<file path="config.mk">
export PLATFORM = sky130hd
export DESIGN_NAME = dll_lock_detect
export DESIGN_NICKNAME = d
export VERILOG_FILES = /design/src/rtl/dll_lock_detect.sv
export SDC_FILE = /design/constraint.sdc
export NUM_CORES = 1
export LEC_CHECK = 0
export CAP_MARGIN = 10
export CORE_ASPECT_RATIO = 0.9
export CORE_MARGIN = 1
export CORE_UTILIZATION = 40
export CTS_CLUSTER_DIAMETER = 150
export DETAILED_ROUTE_END_ITERATION = 10
export GPL_ROUTABILITY_DRIVEN = 0
export SETUP_SLACK_MARGIN = 0.02
export SYNTH_ARGS = -nofsm -noshare
export SYNTH_HDL_FRONTEND = slang
export SYNTH_SLANG_ARGS = --single-unit
</file>
<file path="constraint.sdc">
create_clock -name clk4 -period 9.15 [get_ports clk4]
set_input_delay 1.83 -clock clk4 [delete_from_list [all_inputs] [get_ports clk4]]
set_output_delay 1.83 -clock clk4 [all_outputs]
set_load 0.1 [all_outputs]
</file>
<file path="src/rtl/dll_lock_detect.sv">
// DLL lock detector: watches the SAR code after the search completes and
// declares lock once it holds steady. Optional LOCK_CODE_AVG_EN (needs LOCK_CNT>=4).
module dll_lock_detect #(
    parameter int LOCK_CNT  = 16,
    parameter int DRIFT_TOL = 2
) (
    input  logic       clk4,
    input  logic       rst,
    input  logic [9:0] Q,
    input  logic [3:0] count,
    output logic       lock,
    output logic [9:0] lock_code,
    output logic [1:0] state,
    output logic       relock_req
);

    localparam logic [1:0] SEARCH = 2'd0;
    localparam logic [1:0] SETTLE = 2'd1;
    localparam logic [1:0] LOCKED = 2'd2;
    localparam logic [1:0] LOST   = 2'd3;

    localparam logic [9:0] MID_CODE = 10'b1000000000;

    logic [1:0] state_d, state_q;
    logic       lock_d, lock_q;
    logic [9:0] lock_code_d, lock_code_q;
    logic       relock_d, relock_q;
    logic [7:0] settle_cnt_d, settle_cnt_q;
    logic [9:0] ref_code_d, ref_code_q;
    logic       drift_d, drift_q;

    logic signed [10:0] diff_ref, diff_lock;
    logic [10:0]        abs_ref, abs_lock;
    logic               in_tol_ref, in_tol_lock;
    logic [7:0]         settle_inc;
    logic [9:0]         cap_code;

    // Unsigned codes widened to 11 bits so 0 vs 1023 never wraps.
    assign diff_ref    = $signed({1'b0, Q}) - $signed({1'b0, ref_code_q});
    assign diff_lock   = $signed({1'b0, Q}) - $signed({1'b0, lock_code_q});
    assign abs_ref     = diff_ref[10] ? 11'(-diff_ref) : 11'(diff_ref);
    assign abs_lock    = diff_lock[10] ? 11'(-diff_lock) : 11'(diff_lock);
    assign in_tol_ref  = abs_ref <= 11'(DRIFT_TOL);
    assign in_tol_lock = abs_lock <= 11'(DRIFT_TOL);
    assign settle_inc  = settle_cnt_q + 8'd1;

`ifdef LOCK_CODE_AVG_EN
    logic [3:0][9:0] hist_d, hist_q;
    logic [11:0]     avg_sum;

    // The current Q is the newest of the four averaged samples.
    assign avg_sum  = 12'(Q) + 12'(hist_q[0]) + 12'(hist_q[1])
                    + 12'(hist_q[2]) + 12'd2;
    assign cap_code = avg_sum[11:2];
`else
    assign cap_code = Q;
`endif

    always_comb begin
        state_d      = state_q;
        lock_d       = lock_q;
        lock_code_d  = lock_code_q;
        relock_d     = 1'b0;
        settle_cnt_d = settle_cnt_q;
        ref_code_d   = ref_code_q;
        drift_d      = drift_q;
`ifdef LOCK_CODE_AVG_EN
        hist_d       = hist_q;
`endif
        case (state_q)
            SEARCH: begin
                lock_d = 1'b0;
                if (count == 4'd0) begin
                    ref_code_d   = Q;
                    settle_cnt_d = 8'd0;
                    state_d      = SETTLE;
`ifdef LOCK_CODE_AVG_EN
                    hist_d       = '0;
`endif
                end
            end
            SETTLE: begin
`ifdef LOCK_CODE_AVG_EN
                hist_d = {hist_q[2:0], Q};
`endif
                if (count != 4'd0) begin
                    settle_cnt_d = 8'd0;
                    state_d      = SEARCH;
                end else if (in_tol_ref) begin
                    settle_cnt_d = settle_inc;
                    if (settle_inc == 8'(LOCK_CNT)) begin
                        state_d     = LOCKED;
                        lock_d      = 1'b1;
                        lock_code_d = cap_code;
                        drift_d     = 1'b0;
                    end
                end else begin
                    ref_code_d   = Q;
                    settle_cnt_d = 8'd0;
                end
            end
            LOCKED: begin
                // SAR restart wins over the drift check.
                if (count != 4'd0) begin
                    state_d = SEARCH;
                    lock_d  = 1'b0;
                    drift_d = 1'b0;
                end else if (!in_tol_lock) begin
                    if (drift_q) begin
                        state_d  = LOST;
                        lock_d   = 1'b0;
                        relock_d = 1'b1;
                        drift_d  = 1'b0;
                    end else begin
                        drift_d = 1'b1;
                    end
                end else begin
                    drift_d = 1'b0;
                end
            end
            LOST: begin
                lock_d  = 1'b0;
                state_d = SEARCH;
            end
            default: begin
                lock_d  = 1'b0;
                state_d = SEARCH;
            end
        endcase
    end

    always_ff @(posedge clk4 or posedge rst) begin
        if (rst) begin
            state_q      <= SEARCH;
            lock_q       <= 1'b0;
            lock_code_q  <= MID_CODE;
            relock_q     <= 1'b0;
            settle_cnt_q <= 8'd0;
            ref_code_q   <= MID_CODE;
            drift_q      <= 1'b0;
        end else begin
            state_q      <= state_d;
            lock_q       <= lock_d;
            lock_code_q  <= lock_code_d;
            relock_q     <= relock_d;
            settle_cnt_q <= settle_cnt_d;
            ref_code_q   <= ref_code_d;
            drift_q      <= drift_d;
        end
    end

`ifdef LOCK_CODE_AVG_EN
    always_ff @(posedge clk4 or posedge rst) begin
        if (rst) begin
            hist_q <= '0;
        end else begin
            hist_q <= hist_d;
        end
    end
`endif

    assign lock       = lock_q;
    assign lock_code  = lock_code_q;
    assign state      = state_q;
    assign relock_req = relock_q;

endmodule

</file>
# ---- After elaboration in Yosys (flattened, before gate mapping)
# Index checks and enable logic that the tools add are counted.
dict set report word_totals {
  regBits 33
  out_inout_bits 14
}
dict set report op_classes {
  n_addsub 5
  order_cmp 2
  n_eq_ne 13
  n_mux 36
  bitwise 1
  reduce_logical 12
}
# op count
set op_table {}
lappend op_table {{$mux W10} 3}
lappend op_table {{$mux W8} 3}
lappend op_table {{$le A11 B2 Y1 const B} 2}
lappend op_table {{$mux W11} 2}
lappend op_table {{$neg A11 Y11} 2}
lappend op_table {{$sub A10 B10 Y11} 2}
lappend op_table {{$pmux W10 S2} 1}
lappend op_table {{$mux W1} 16}
lappend op_table {{$pmux W8 S2} 1}
lappend op_table {{$mux W2} 7}
lappend op_table {{$ne A3 B3 Y1 const B} 4}
lappend op_table {{$reduce_and A4 Y1} 3}
lappend op_table {{$ne A2 B2 Y1 const B} 5}
lappend op_table {{$reduce_and A5 Y1} 2}
lappend op_table {{$add A8 B1 Y8 const B} 1}
lappend op_table {{$eq A8 B5 Y1 const B} 1}
lappend op_table {{$pmux W2 S4} 1}
lappend op_table {{$eq A2 B2 Y1 const B} 2}
lappend op_table {{$logic_not A4 Y1} 1}
lappend op_table {{$reduce_bool A2 Y1} 2}
lappend op_table {{$reduce_bool A4 Y1} 1}
lappend op_table {{$pmux W1 S3} 1}
lappend op_table {{$eq A2 B1 Y1 const B} 1}
lappend op_table {{$logic_not A2 Y1} 1}
lappend op_table {{4 further kinds} 4}

# ---- Longest topological paths before layout
# Gate-level depths: netlist of run 1.
dict set report depth {
  word_depth 7
  ltp_mapped 14
  ltp_nobuf 13
}

# ---- Worst setup path before layout of run 1
# No wires, ideal clock.
dict set report synth_path {
  path_kind {input -> register}
  startpoint {input port Q[0]}
  endpoint {register lock_code_q[1], in the netlist lock_code[1]}
  setup_ps 126
  arrival_ps 4996
  t_required_ps 9024
  setup_slack_ps 4029
  path_stages 14
  path_cell_list {inv_1 -> ha_1 -> inv_1 -> fa_1 -> a211oi_1 -> o21ai_1 -> a31oi_1 -> xnor2_1 -> o22ai_1 -> or3_1 -> a2111oi_4 -> nand4_2 -> buf_6 -> mux2_4}
}
dict set report synth_via {
  elab_chain_cells 5
}
# element line
set synth_lines {}
lappend synth_lines {{start: declaration} 9} ;# input logic [9:0] Q,
lappend synth_lines {{$sub A10 B10 Y11 *} 39} ;# assign diff_ref = $signed({1'b0, Q}) - $signed({1'b0, ref_code_q});
lappend synth_lines {{$neg A11 Y11} 41} ;# assign abs_ref = diff_ref[10] ? 11'(-diff_ref) : 11'(diff_ref);
lappend synth_lines {{$mux W11 *} 41}
lappend synth_lines {{$le A11 B2 Y1 *} 43} ;# assign in_tol_ref = abs_ref <= 11'(DRIFT_TOL);
lappend synth_lines {{$reduce_and A4 Y1 (no line) *} n/a}
lappend synth_lines {{end signal: assignment} 144} ;# lock_code_q <= lock_code_d;
lappend synth_lines {{end: declaration} 26} ;# logic [9:0] lock_code_d, lock_code_q;
# Mark *: on every way between the ends. The rest lies on a longest branch, timed or not.
# A chain may end at the register's enable or synchronous reset.

# ---- Final worst setup path of run 1
dict set report layout_path {
  startpoint {input port Q[0]}
  endpoint {register lock_code_q[5], in the netlist lock_code[5]}
}
# Same word-level chain as after synthesis.

==> results of run 1 <==
[cell type report]
class	instances	share of cell area, %
Multi-Input combinational cell	304	59.9
Sequential cell	33	22.4
Timing Repair Buffer	30	8.05
Inverter	32	3.25
Tap cell	96	3.25
Clock buffer	7	2.34
Clock inverter	1	0.812
[metal layers]
metal  vias to the layer above  GRT usage (%)
met3                         4           2.89
met4                         0           3.12
met1                      1367           26.4
met5                         -              0
li1                       1468              -
met2                        56           31.0
[report_power, final]
group,switching [mW],total [mW],internal (mW),leakage [nW]
Clock,0.0521,0.141,0.0888,0.0585
Combinational,0.175,0.282,0.108,1.04
Sequential,0.00564,0.162,0.157,0.436
[cells by family after synthesis]
family                     after synthesis
DFF                                     33
buffers and inverters                   44
xor gates and xnor gates                11
and+or+nand+nor                        139
adders and majority gates               23
muxes                                   25
AOI/OAI and AO/OA                      106
[cell usage after synthesis, types with 4 or more instances]
cell type / instances
nand3_1: 18
mux2_4: 4
and3_1: 9
clkbuf_1: 6
nor3_1: 9
xor2_1: 4
mux2_2: 19
o2111ai_1: 4
nor2b_1: 5
or3_1: 4
nor2_1: 28
o21bai_1: 5
inv_1: 32
xnor2_1: 7
a21o_1: 5
and2_1: 7
o211ai_1: 5
a21oi_1: 26
a211oi_1: 5
nand4_1: 4
a221oi_1: 4
nand2b_1: 5
nand2_1: 31
o21ai_0: 15
dfrtp_1: 31
ha_1: 21
[layout by cell type (no fill, tap or decap), types with 6 or more instances in the layout]
cell type        synthesis  final
nand2_1                 31     31
and3_1                   9      9
inv_1                   32     32
nand3_1                 18     18
o21ai_0                 15     15
nor2_1                  28     28
and2_1                   7      7
nor3_1                   9      9
a21oi_1                 26     26
clkbuf_8                 0      6
xnor2_1                  7      7
mux2_2                  19     19
clkdlybuf4s50_1          0     29
dfrtp_1                 31     31
ha_1                    21     21
[sequential cells by signal (all words and copies together) (netlist names)]
name / cells
state: 2
lock_code: 10
settle_cnt_q: 8
relock_req: 1
drift_q: 1
ref_code_q: 10
lock: 1
[critical path, cell delays in order]
cell	delay, ps
clkdlybuf4s50_1	440
inv_1	90
ha_1	160
inv_1	50
fa_1	410
a211oi_1	320
o21ai_1	160
a31oi_1	420
xnor2_1	180
o22ai_1	110
or3_1	430
a2111oi_4	530
nand4_2	540
mux2_4	460
[per-stage QoR]
stage          cells  cell area [sq um]
6_report         503               3700
3_5_place_dp     495               3580
2_1_floorplan    381               3230
4_1_cts          503               3700
5_1_grt          503               3700
3_3_place_gp     495               3580
[worst paths after layout]
check	slack, ps	end	cells past startpoint
worst max register to register	4880	lock_code[5]$_DFFE_PP0P_	12
worst min register to register	510	ref_code_q[7]$_DFFE_PP0P_	1
worst min-delay path	510	ref_code_q[7]$_DFFE_PP0P_	1
min in group asynchronous	1950	lock$_DFFE_PP0P_	3
max in group asynchronous	6860	lock_code[9]$_DFFE_PP1P_	3
worst max-delay path	3170	lock_code[5]$_DFFE_PP0P_	14
==> results.yml, run 1 <==
clocking:
  cts_resized: 0
  cts_hold_buf: 0
  cts.clk_slew.worst_paths_ps: 70
  cts_setup_buffers: 0
  numCtsBuffers: 5
  htreeDepth: 2
  clk_latency_ps: 280
  clockBufferDepth: 2
  clkSinkCount: 33
  cts_root_buf: "clkbuf_8"
  cts_tree: "done"
synthesis:
  synth_area_leader_cell: "dfrtp_1"
  synth_compound_area_share_pct: 24.8
  synthFlopType: "dfrtp_1"
  syn_avg_cell_area_sq_um: 8.47
  syn_nets: 420
  synth_top_area_share_pct: 24.0
  syn_inst: 381
  synth_seq_cells: 33
  synthSimpleGateAreaFrac_pct: 22.4
  synth_fa_ha_area_share_pct: 9.39
  yosysSeqAreaShare_pct: 25.7
  async_reset_ff_share_pct: 100
  synth-edff-count: 0
  yosys-top-cells-area: "dfrtp_1 (24%), ha_1 (8.1%), mux2_2 (6.6%)"
  synth_top_family_by_area: "compound AO/OA/AOI/OAI gates"
  muxShareOfSynthArea_pct: 9.12
  synth.distinct_cells: 71
  synth.cell_area_sq_um: 3230
  synthXorXnorAreaFrac_pct: 2.99
  yosysWarnings: 0
setup_path:
  cp-start-kind: "input port"
  worstSetupEndpointType: "flip-flop"
  crit_start: "Q[0]"
  crit_required_ps: 9310
  crit_arrival_ps: 6140
  crit_fanout: 12
  rr_startpoint: "ref_code_q[0]$_DFFE_PP0P_"
  crit_type: "in2reg"
status:
  status: "finished, final reports clean"
routing:
  wirelength_mm: 7.42
  vias: 2895
  drt-vias-per-instance: 5.76
  wl_met3_um: 280
  met2_length_mm: 3.34
  routed.top_layer: "met4"
  first_pass_iters: 5
  first_iter_violations: 165
  route.detailed.drc: 0
  post_drt_wl_per_cell_um: 14.7
  wl_met1_mm: 3.76
  ant_nets: 0
timing:
  setup_viol: 0
  worst_pin_slew_ps: 988
  fmax_mhz: 167
  finalHoldViolations: 0
  drv_slew: 0
  rsz0062_at_grt: "no"
  fin_tns_setup_ps: 0
  layout_min_cycle_time_ps: 5980
  finalWorstSetupSlack_ps: 3170
  skew_ps: 4.97
  slew_headroom_pct: 34.0
  hold_ws_ps: 512
  post-route-period-util_pct: 65.4
floorplan:
  core_area_sq_um: 7660
  dieArea_sq_um: 8430
  core.rowCount: 30
  fp.dieW_um: 96.7
  die_h_um: 87.2
  io_pins: 30
  initial_core_util_pct: 42.1
place:
  place_hpwl_mm: 5.81
  pre_cts_ws_ps: 2910
  port_buffers: 29
finish:
  drive_gt1_share_pct: 11.5
  final_util_pct: 48.3
  diodes: 0
  areaGrowthSynthToFinish_pct: 14.6
  layout.nets: 445
  multi_input_area_sq_um: 2210
  fillers: 753
  register_area_sq_um: 828
pwr:
  powerDensity_nw_per_um2: 158
  vdd_drop_max_mv: 0.0782
  leakage_nw: 1.54
  power_uw: 586
hold_path:
  min-delay-start: "ref_code_q[7]$_DFFE_PP0P_"
  hp-class: "reg2reg"
global_route:
  gr-total-overflow: 0
  grt_pass1_wl_mm: 13.2
  grt_max_degree: 34
  antenna_found_initial: 0
  grt_pass1_vias: 2776
  grt.total_usage_pct: 18.8
flow_run:
  maxCapViolations: 0
Power figures use the tool's default switching activity.
==> inputs of run 2 (changes only) <==
- clock period: 9.15 -> 5.1 ns (I/O delays scaled with it)
==> results.yml, run 2 (same netlist as run 1, synthesis figures left out) <==
clocking:
  clkSinkCount: 33
  numCtsBuffers: 5
  cts_hold_buf: 0
  cts_resized: 0
  cts_root_buf: "clkbuf_8"
  cts_tree: "done"
  htreeDepth: 2
  clk_latency_ps: 290
  clockBufferDepth: 2
  cts.clk_slew.worst_paths_ps: 70
  cts_setup_buffers: 0
routing:
  vias: 2968
  post_drt_wl_per_cell_um: 15.1
  wirelength_mm: 7.71
  first_pass_iters: 4
  first_iter_violations: 142
  drt-vias-per-instance: 5.82
  route.detailed.drc: 0
  ant_nets: 0
finish:
  diodes: 0
  final_common_cell: "inv_1"
  final_util_pct: 49.0
  layout.nets: 452
  final_cell_mix: "inv_1 (32), nand2_1 (31), dfrtp_1 (31), clkdlybuf4s50_1 (29), nor2_1 (28)"
  areaGrowthSynthToFinish_pct: 16.4
  drive_gt1_share_pct: 13.3
  final_cells: 510
global_route:
  grt_pass1_wl_mm: 13.3
  gr-total-overflow: 0
  antenna_found_initial: 0
  grt.total_usage_pct: 19.2
  grt_pass1_vias: 2805
  grt_max_degree: 34
timing:
  fmax_mhz: 221
  slew_headroom_pct: 34.2
  fin_tns_setup_ps: 0
  skew_ps: 7.85
  setup_viol: 0
  finalHoldViolations: 0
  worst_pin_slew_ps: 984
  layout_min_cycle_time_ps: 4530
  post-route-period-util_pct: 88.8
  drv_slew: 0
  rsz0062_at_grt: "no"
floorplan:
  initial_core_util_pct: 42.1
  dieArea_sq_um: 8430
  core_area_sq_um: 7660
  core.rowCount: 30
  die_h_um: 87.2
  fp.dieW_um: 96.7
  io_pins: 30
status:
  status: "finished, final reports clean"
pwr:
  powerDensity_nw_per_um2: 287
  leakage_nw: 1.57
  power_mw: 1.08
  vdd_drop_max_mv: 0.149
hold_path:
  hp-class: "reg2reg"
place:
  placed_cells_incl_taps: 502
  place_hpwl_mm: 6.03
  port_buffers: 29
setup_path:
  critPathSlowestCell: "clkdlybuf4s50_1"
  critical-path-max-stage-delay_ps: 440
  crit_fanout: 12
  crit_type: "in2reg"
  path_cells: "clkdlybuf4s50_1 -> inv_1 -> ha_1 -> inv_1 -> fa_1 -> a211oi_1 -> o21ai_1 -> a31oi_1 -> xnor2_1 -> o22ai_1 -> or3_1 -> a2111oi_4 -> nand4_2 -> buf_4 -> mux2_4"
  crit_required_ps: 5270
  crit_arrival_ps: 4700
  worstSetupEndpointType: "flip-flop"
  cp-start-kind: "input port"
  crit_top_cell: "inv_1"
flow_run:
  maxCapViolations: 0
## run 2: cell types whose count changed in the layout (fill, tap and decap cells not counted)
cell        previous run  this run
clkinvlp_4             0         1
buf_4                  1         8
clkbuf_1               1         0
## run 2: final timing paths
path                                                start                        end  slack [ps]  cells after the start
worst max register to register  ref_code_q[0]$_DFFE_PP0P_   lock_code[1]$_DFFE_PP0P_        1500                     13
min in group asynchronous                             rst           lock$_DFFE_PP0P_        1120                      3
worst min-delay path            ref_code_q[4]$_DFFE_PP0P_  ref_code_q[4]$_DFFE_PP0P_         510                      1
worst max-delay path                                 Q[0]   lock_code[1]$_DFFE_PP0P_         570                     15
worst min register to register  ref_code_q[4]$_DFFE_PP0P_  ref_code_q[4]$_DFFE_PP0P_         510                      1
max in group asynchronous                             rst  ref_code_q[9]$_DFFE_PP1P_        3640                      3
## run 2: final cells by class
cell class	count	area, sq um
clock inverters	2	37.5
fillers	753	3900
well taps	96	120
repair buffers	37	350
inverters	32	120
flip-flops and latches	33	828
clock buffers	6	82.6
multi-input cells	304	2210
## run 2: metrics by stage
step	setup slack (ps)	area [sq um]	hold slack, ps
final	573	3750	509
after global routing	347	3750	529
after CTS	594	3750	512
after detailed placement	305	3630	496
after global placement	398	3630	491
after floorplan	789	3230	481
## run 2: report_power, final
group | internal [mW] | total, mW | switching [mW] | leakage (nW)
registers | 0.281 | 0.291 | 0.0100 | 0.436
logic | 0.205 | 0.526 | 0.321 | 1.08
clock network | 0.159 | 0.261 | 0.102 | 0.0574
total | 0.645 | 1.08 | 0.433 | 1.57
## run 2: critical path, delay by kind of cell
| family | cells | cell delay, ps |
|---|---|---|
| mux | 1 | 310 |
| buf+inv | 4 | 820 |
| simple gates | 2 | 560 |
| fa+ha+maj | 2 | 580 |
| compound gates | 5 | 1210 |
| xor+xnor | 1 | 170 |
## run 2: layer usage
layer / track usage (%) / share of wire, % / vias up
li1: - / - / 1480
met1: 26.0 / 48 / 1411
met2: 33.1 / 47 / 73
met3: 3.29 / 4.5 / 4
met4: 2.44 / 0.43 / 0
met5: 0 / 0 / -
